--- config.mk ---
export PLATFORM = sky130hd
export DESIGN_NAME = hazard_ctrl
export DESIGN_NICKNAME = d
export VERILOG_FILES = /design/src/rtl/hazard_ctrl_pkg.sv /design/src/rtl/hazard_ctrl_load_use_detect.sv /design/src/rtl/hazard_ctrl.sv
export SDC_FILE = /design/constraint.sdc
export NUM_CORES = 1
export LEC_CHECK = 0
export CORE_MARGIN = 4
export CORE_UTILIZATION = 45
export CTS_CLUSTER_DIAMETER = 40
export DETAILED_ROUTE_END_ITERATION = 16
export GPL_TIMING_DRIVEN = 0
export PLACE_DENSITY = 0.87
export SETUP_SLACK_MARGIN = 0.05
export SLEW_MARGIN = 5
export SYNTH_ARGS = -nofsm -noshare
export SYNTH_HDL_FRONTEND = slang
export SYNTH_SLANG_ARGS = --single-unit
--- constraint.sdc ---
create_clock -name clock -period 7.31 [get_ports clock]
set_input_delay 2.193 -clock clock [delete_from_list [all_inputs] [get_ports clock]]
set_output_delay 2.193 -clock clock [all_outputs]
set_load 0.05 [all_outputs]
--- src/rtl/hazard_ctrl_pkg.sv ---
// Shared pipeline definitions for the hazard controller: FSM states and
// register-field constants.
package hazard_ctrl_pkg;

  localparam int unsigned REG_W = 5;

  localparam logic [REG_W-1:0] REG_ZERO = 5'd0;

  typedef enum logic {
    RUN  = 1'b0,
    BUSY = 1'b1
  } state_e;

endpackage

--- src/rtl/hazard_ctrl_load_use_detect.sv ---
// Combinational load-use compare between the EX-stage load destination
// and the source registers of the instruction in ID.
module hazard_ctrl_load_use_detect
  import hazard_ctrl_pkg::*;
(
  input  logic [REG_W-1:0] id_rs,
  input  logic [REG_W-1:0] id_rt,
  input  logic             id_uses_rt,
  input  logic             ex_mem_read,
  input  logic [REG_W-1:0] ex_rt,
  output logic             lu_c
);

  // $zero is never a real dependency, so a load targeting it cannot stall.
  always_comb begin
    lu_c = ex_mem_read && (ex_rt != REG_ZERO) &&
           ((ex_rt == id_rs) || (id_uses_rt && (ex_rt == id_rt)));
  end

endmodule

--- src/rtl/hazard_ctrl.sv ---
// Pipeline hazard controller: load-use / branch / jump stall-flush control,
// multiply-divide busy window and a saturating stall-cycle counter.
module hazard_ctrl
  import hazard_ctrl_pkg::*;
#(
  parameter int unsigned MDU_LATENCY = 32,
  parameter int unsigned CNT_W       = 16
) (
  input  logic             clock,
  input  logic             reset,
  input  logic [REG_W-1:0] ID_rs,
  input  logic [REG_W-1:0] ID_rt,
  input  logic             ID_uses_rt,
  input  logic             ID_EX_MemRead,
  input  logic [REG_W-1:0] ID_EX_rt,
  input  logic             EX_branch_taken,
  input  logic             ID_jump,
  input  logic             ID_mdu_start,
  input  logic             ID_mdu_read,
  output logic             PC_Write,
  output logic             IF_ID_Write,
  output logic             IF_Flush,
  output logic             ID_EX_Flush,
  output logic             mdu_busy,
  output logic [CNT_W-1:0] stall_cycles
);

  localparam int unsigned BCW = $clog2(MDU_LATENCY + 1);

  state_e           state_q, state_d;
  logic [BCW-1:0]   busy_cnt_q, busy_cnt_d;
  logic [CNT_W-1:0] stall_cycles_q, stall_cycles_d;

  logic lu;
  logic md;
  logic stall;
  logic accept;

  hazard_ctrl_load_use_detect u_lu (
    .id_rs       (ID_rs),
    .id_rt       (ID_rt),
    .id_uses_rt  (ID_uses_rt),
    .ex_mem_read (ID_EX_MemRead),
    .ex_rt       (ID_EX_rt),
    .lu_c        (lu)
  );

  always_comb begin
    md     = (state_q == BUSY) && (ID_mdu_start || ID_mdu_read);
    stall  = lu || md;
    accept = ID_mdu_start && !stall && !EX_branch_taken && !reset;
  end

  // Priority mux: reset, taken branch, stall, jump, then free-running.
  always_comb begin
    PC_Write    = 1'b1;
    IF_ID_Write = 1'b1;
    IF_Flush    = 1'b0;
    ID_EX_Flush = 1'b0;
    if (reset || EX_branch_taken) begin
      IF_Flush    = 1'b1;
      ID_EX_Flush = 1'b1;
    end else if (stall) begin
      PC_Write    = 1'b0;
      IF_ID_Write = 1'b0;
      ID_EX_Flush = 1'b1;
    end else if (ID_jump) begin
      IF_Flush    = 1'b1;
    end
  end

  // Busy-window sequencing; a taken branch does not cancel an issued op.
  always_comb begin
    state_d    = state_q;
    busy_cnt_d = busy_cnt_q;
    unique case (state_q)
      RUN: begin
        if (accept) begin
          state_d    = BUSY;
          busy_cnt_d = BCW'(MDU_LATENCY);
        end
      end
      BUSY: begin
        if (busy_cnt_q == BCW'(1)) begin
          state_d    = RUN;
          busy_cnt_d = '0;
        end else begin
          busy_cnt_d = busy_cnt_q - BCW'(1);
        end
      end
      default: begin
        state_d    = RUN;
        busy_cnt_d = '0;
      end
    endcase
  end

  always_comb begin
    stall_cycles_d = stall_cycles_q;
    if (stall && !EX_branch_taken && !reset && !(&stall_cycles_q)) begin
      stall_cycles_d = stall_cycles_q + CNT_W'(1);
    end
  end

  always_ff @(posedge clock) begin
    if (reset) begin
      state_q        <= RUN;
      busy_cnt_q     <= '0;
      stall_cycles_q <= '0;
    end else begin
      state_q        <= state_d;
      busy_cnt_q     <= busy_cnt_d;
      stall_cycles_q <= stall_cycles_d;
    end
  end

  assign mdu_busy     = (state_q == BUSY);
  assign stall_cycles = stall_cycles_q;

endmodule

==> impl_metrics.prom <==
# TYPE chip_impl_metric gauge
chip_impl_info{name="status",value="completed"} 1
chip_impl_metric{name="post_cts_hold_buffer_count",unit=""} 0
chip_impl_metric{name="fin_worst_hold_slack",unit="ns"} 0.4888
chip_impl_metric{name="initial_core_util",unit="%"} 48.70
chip_impl_metric{name="syn-cell-area",unit="sq um"} 1378
chip_impl_metric{name="synthesized_instance_count",unit=""} 165
chip_impl_info{name="ctsRootBufferMaster",value="sky130_fd_sc_hd__clkbuf_4"} 1
chip_impl_metric{name="post-route-drc-count",unit=""} 0
chip_impl_metric{name="groute.usage.overall",unit="%"} 19.24
chip_impl_metric{name="syn_avg_cell_area",unit="sq um"} 8.349
chip_impl_metric{name="ys_seq_area_share",unit="%"} 33.42
chip_impl_metric{name="post_synthesis_register_bit_count",unit=""} 23
chip_impl_info{name="startpoint_type",value="primary input"} 1
chip_impl_metric{name="floorplan.die_area",unit="sq um"} 4011
chip_impl_metric{name="postLayoutCoreUtil",unit="%"} 66.25
chip_impl_metric{name="fmax",unit="GHz"} 0.1407
chip_impl_metric{name="post-layout-total-power",unit="uW"} 255.0
chip_impl_info{name="cts_tree",value="yes"} 1
chip_impl_metric{name="post_cts.resized_instances",unit=""} 0
chip_impl_info{name="timing_worst_setup_path_type",value="in2out"} 1
chip_impl_metric{name="cellLeakagePower",unit="uW"} 0.0005968
chip_impl_metric{name="slew_headroom",unit="%"} 65.28
chip_impl_metric{name="power.density",unit="nW/um^2"} 136.1
chip_impl_metric{name="routed_wire_length_per_instance",unit="um"} 16.32
chip_impl_metric{name="ys.warnings.count",unit=""} 0
chip_impl_metric{name="clock_tree.htree_level_count",unit=""} 1
chip_impl_metric{name="final.setup_skew",unit="ns"} 0.01627
chip_impl_info{name="ys_top_cells_by_area",value="sky130_fd_sc_hd__dfxtp_1, sky130_fd_sc_hd__o31ai_1, sky130_fd_sc_hd__or4_1, sky130_fd_sc_hd__a21oi_1, sky130_fd_sc_hd__xor2_1"} 1
chip_impl_metric{name="cts_made_buffers",unit=""} 3
chip_impl_metric{name="dpl.hpwl",unit="um"} 3068
chip_impl_metric{name="cts.path.max_buffers",unit=""} 2
chip_impl_metric{name="worstMarginPinSlew",unit="ns"} 0.5191
chip_impl_metric{name="grt_pass1_vias",unit=""} 1432
chip_impl_metric{name="detailedPlace.worstSlack",unit="ns"} 0.2199
chip_impl_metric{name="place.port_buffers",unit=""} 43
chip_impl_metric{name="firstDrtPassIters",unit=""} 4
chip_impl_metric{name="grt_max_degree",unit=""} 14
chip_impl_info{name="critical-path-top-delay-family",value="buffers and inverters"} 1
chip_impl_metric{name="post-route-worst-setup-slack",unit="ns"} 0.2049
chip_impl_metric{name="antenna_found_initial",unit=""} 0
chip_impl_metric{name="drive_gt1_share",unit="%"} 6.604
chip_impl_metric{name="maxCapViolations",unit=""} 0
chip_impl_metric{name="worst-path-stages",unit=""} 9
chip_impl_metric{name="crit_buf_inv",unit=""} 4
chip_impl_metric{name="critPathMaxFanout",unit=""} 10
chip_impl_metric{name="global_route.overflow_total",unit=""} 0
chip_impl_metric{name="gpl.final_weighted_congestion",unit=""} 0.8445
chip_impl_info{name="synthDominantAreaCellType",value="sky130_fd_sc_hd__dfxtp_1"} 1
chip_impl_metric{name="worst_path_required_time",unit="ns"} 5.12
chip_impl_metric{name="yosys.area.top_type_share",unit="%"} 33.42
chip_impl_metric{name="worstRegToRegCells",unit=""} 7
chip_impl_metric{name="min_delay_path_depth",unit=""} 1
chip_impl_metric{name="vdd.ir_drop.worst",unit="mV"} 0.1170
chip_impl_metric{name="design.final.nets",unit=""} 239
chip_impl_info{name="slowest_stage",value="sky130_fd_sc_hd__clkdlybuf4s50_1"} 1
chip_impl_metric{name="synth.lib_cells_used.distinct",unit=""} 39
chip_impl_metric{name="io_count",unit=""} 44
chip_impl_metric{name="fp.coreArea",unit="sq um"} 2829
chip_impl_metric{name="grt_first_pass_wirelength",unit="um"} 6354
chip_impl_info{name="cp_cell_sequence",value="clkdlybuf4s50_1 > or4_1 > o21ai_1 > o21a_1 > buf_6 > buf_2 > nand2_1 > nand2_1 > clkdlybuf4s50_1"} 1
chip_impl_info{name="worstSetupEndpointType",value="output port"} 1
chip_impl_info{name="hp-class",value="reg2reg"} 1
chip_impl_metric{name="setup_viol",unit=""} 0
chip_impl_metric{name="antennaDiodeCount",unit=""} 0
chip_impl_metric{name="timing.setup.tns",unit="ns"} 0
chip_impl_metric{name="clock_latency_on_the_worst_skew_pair",unit="ns"} 0.32
chip_impl_info{name="rsz_0062_raised_after_global_routing",value="no"} 1
chip_impl_metric{name="max_stage_delay",unit="ns"} 0.79
chip_impl_metric{name="die_y",unit="um"} 63.33
chip_impl_metric{name="antenna_violating_nets_post_route",unit=""} 0
chip_impl_metric{name="cts.sinks",unit=""} 23
chip_impl_metric{name="period_utilization",unit="%"} 97.20
chip_impl_metric{name="post-route-min-period",unit="ns"} 7.105
chip_impl_metric{name="synth.net_count",unit=""} 191
chip_impl_metric{name="postRouteWirelength",unit="um"} 3965
chip_impl_metric{name="vias_per_cell",unit=""} 6.103
chip_impl_metric{name="drt-initial-drc-count",unit=""} 110
chip_impl_metric{name="vias",unit=""} 1483
chip_impl_metric{name="floorplan.rows",unit=""} 19
chip_impl_metric{name="final-hold-violation-count",unit=""} 0
chip_impl_metric{name="cp.arrival",unit="ns"} 4.91
chip_impl_metric{name="cts_setup_buffers",unit=""} 0
chip_impl_metric{name="syn_to_final_growth",unit="%"} 36.06
chip_impl_metric{name="floorplan.die.width",unit="um"} 63.33
chip_impl_metric{name="clk_transition_reported_paths",unit="ns"} 0.12
chip_impl_metric{name="timing.final.max_slew_violations",unit=""} 0
==> cell usage after synthesis (all sizes together) <==
master,instances
xor2,9
dfxtp,23
ha,3
mux2i,1
nand3b,1
nand2b,5
or3b,1
o31ai,13
nor2,3
inv,5
a31oi,3
xnor2,1
or2,2
a21oi,16
clkbuf,6
nor4,1
o311ai,3
and3,2
o21bai,1
nor3,3
or4,12
or3,3
a311oi,3
buf,4
o21ai,7
o41ai,1
and2,1
o21a,2
nor2b,1
nand4,5
nand3,11
nand2,9
and4,3
a32oi,1
==> final timing paths <==
check / slack (ns) / start / endpoint
setup reg to reg: 5.14 / stall_cycles[0] / stall_cycles[13]
hold / removal: 0.49 / busy_cnt_q[4] / busy_cnt_q[4]
setup / recovery: 0.20 / ID_EX_rt[0] / IF_Flush
hold reg to reg: 0.49 / busy_cnt_q[4] / busy_cnt_q[4]
==> registers in the layout (all words and copies together) (netlist names) <==
| register | cells |
|---|---|
| stall_cycles | 16 |
| busy_cnt_q | 6 |
| mdu_busy | 1 |
==> logic make-up (layout without fill, tap and decap cells) <==
| logic type | Yosys count | after routing | synth area share (%) |
|---|---|---|---|
| xor+xnor | 10 | 10 | 6.358 |
| mux | 1 | 1 | 0.7266 |
| simple gates | 63 | 63 | 27.70 |
| flops | 23 | 23 | 33.42 |
| fa+ha+maj | 3 | 3 | 2.725 |
| compound gates | 50 | 50 | 23.98 |
| buf+inv | 15 | 62 | 5.086 |
==> where the power goes <==
part / total, uW / internal, uW / switching [uW]
registers: 133 / 129 / 3.91
clock network: 60.0 / 20.5 / 39.5
logic: 61.7 / 27.9 / 33.8
==> cell type report <==
| type | count | area, sq um |
|---|---|---|
| Fill cell | 246 | 954.7 |
| Multi-Input combinational cell | 127 | 847.1 |
| Sequential cell | 23 | 460.4 |
| Timing Repair Buffer | 43 | 430.4 |
| Buffer | 10 | 51.30 |
| Tap cell | 31 | 38.79 |
| Clock buffer | 3 | 22.52 |
| Inverter | 5 | 18.77 |
| Clock inverter | 1 | 5.005 |
==> routing by layer <==
layer / part of all wire (%) / vias to the layer above / track usage, %
met1: 41 / 703 / 20.89
met4: 0.73 / 0 / 4.313
met5: 0 / - / 0
li1: - / 726 / -
met3: 5.1 / 6 / 5.151
met2: 53 / 48 / 36.64
==> placed cells by master, fill, tap and decap left out, drive strengths merged <==
cell type / count
nand2: 9
clkinv: 1
clkbuf: 9
mux2i: 1
nand3b: 1
or2: 2
o311ai: 3
o31ai: 13
xnor2: 1
nand4: 5
o41ai: 1
a311oi: 3
or3b: 1
o21a: 2
nor2: 3
nor2b: 1
ha: 3
and2: 1
a21oi: 16
clkdlybuf4s50: 43
xor2: 9
nor4: 1
or4: 12
and4: 3
o21bai: 1
nand3: 11
inv: 5
buf: 4
and3: 2
o21ai: 7
nor3: 3
dfxtp: 23
nand2b: 5
a32oi: 1
a31oi: 3
or3: 3
==> through the flow <==
stage | std cells | cell area (sq um)
global route | 243 | 1874
floorplan | 165 | 1378
detailed placement | 239 | 1847
CTS | 243 | 1874
global placement | 239 | 1847
finish | 243 | 1874
Note: power is estimated with default switching activity, not from simulation.
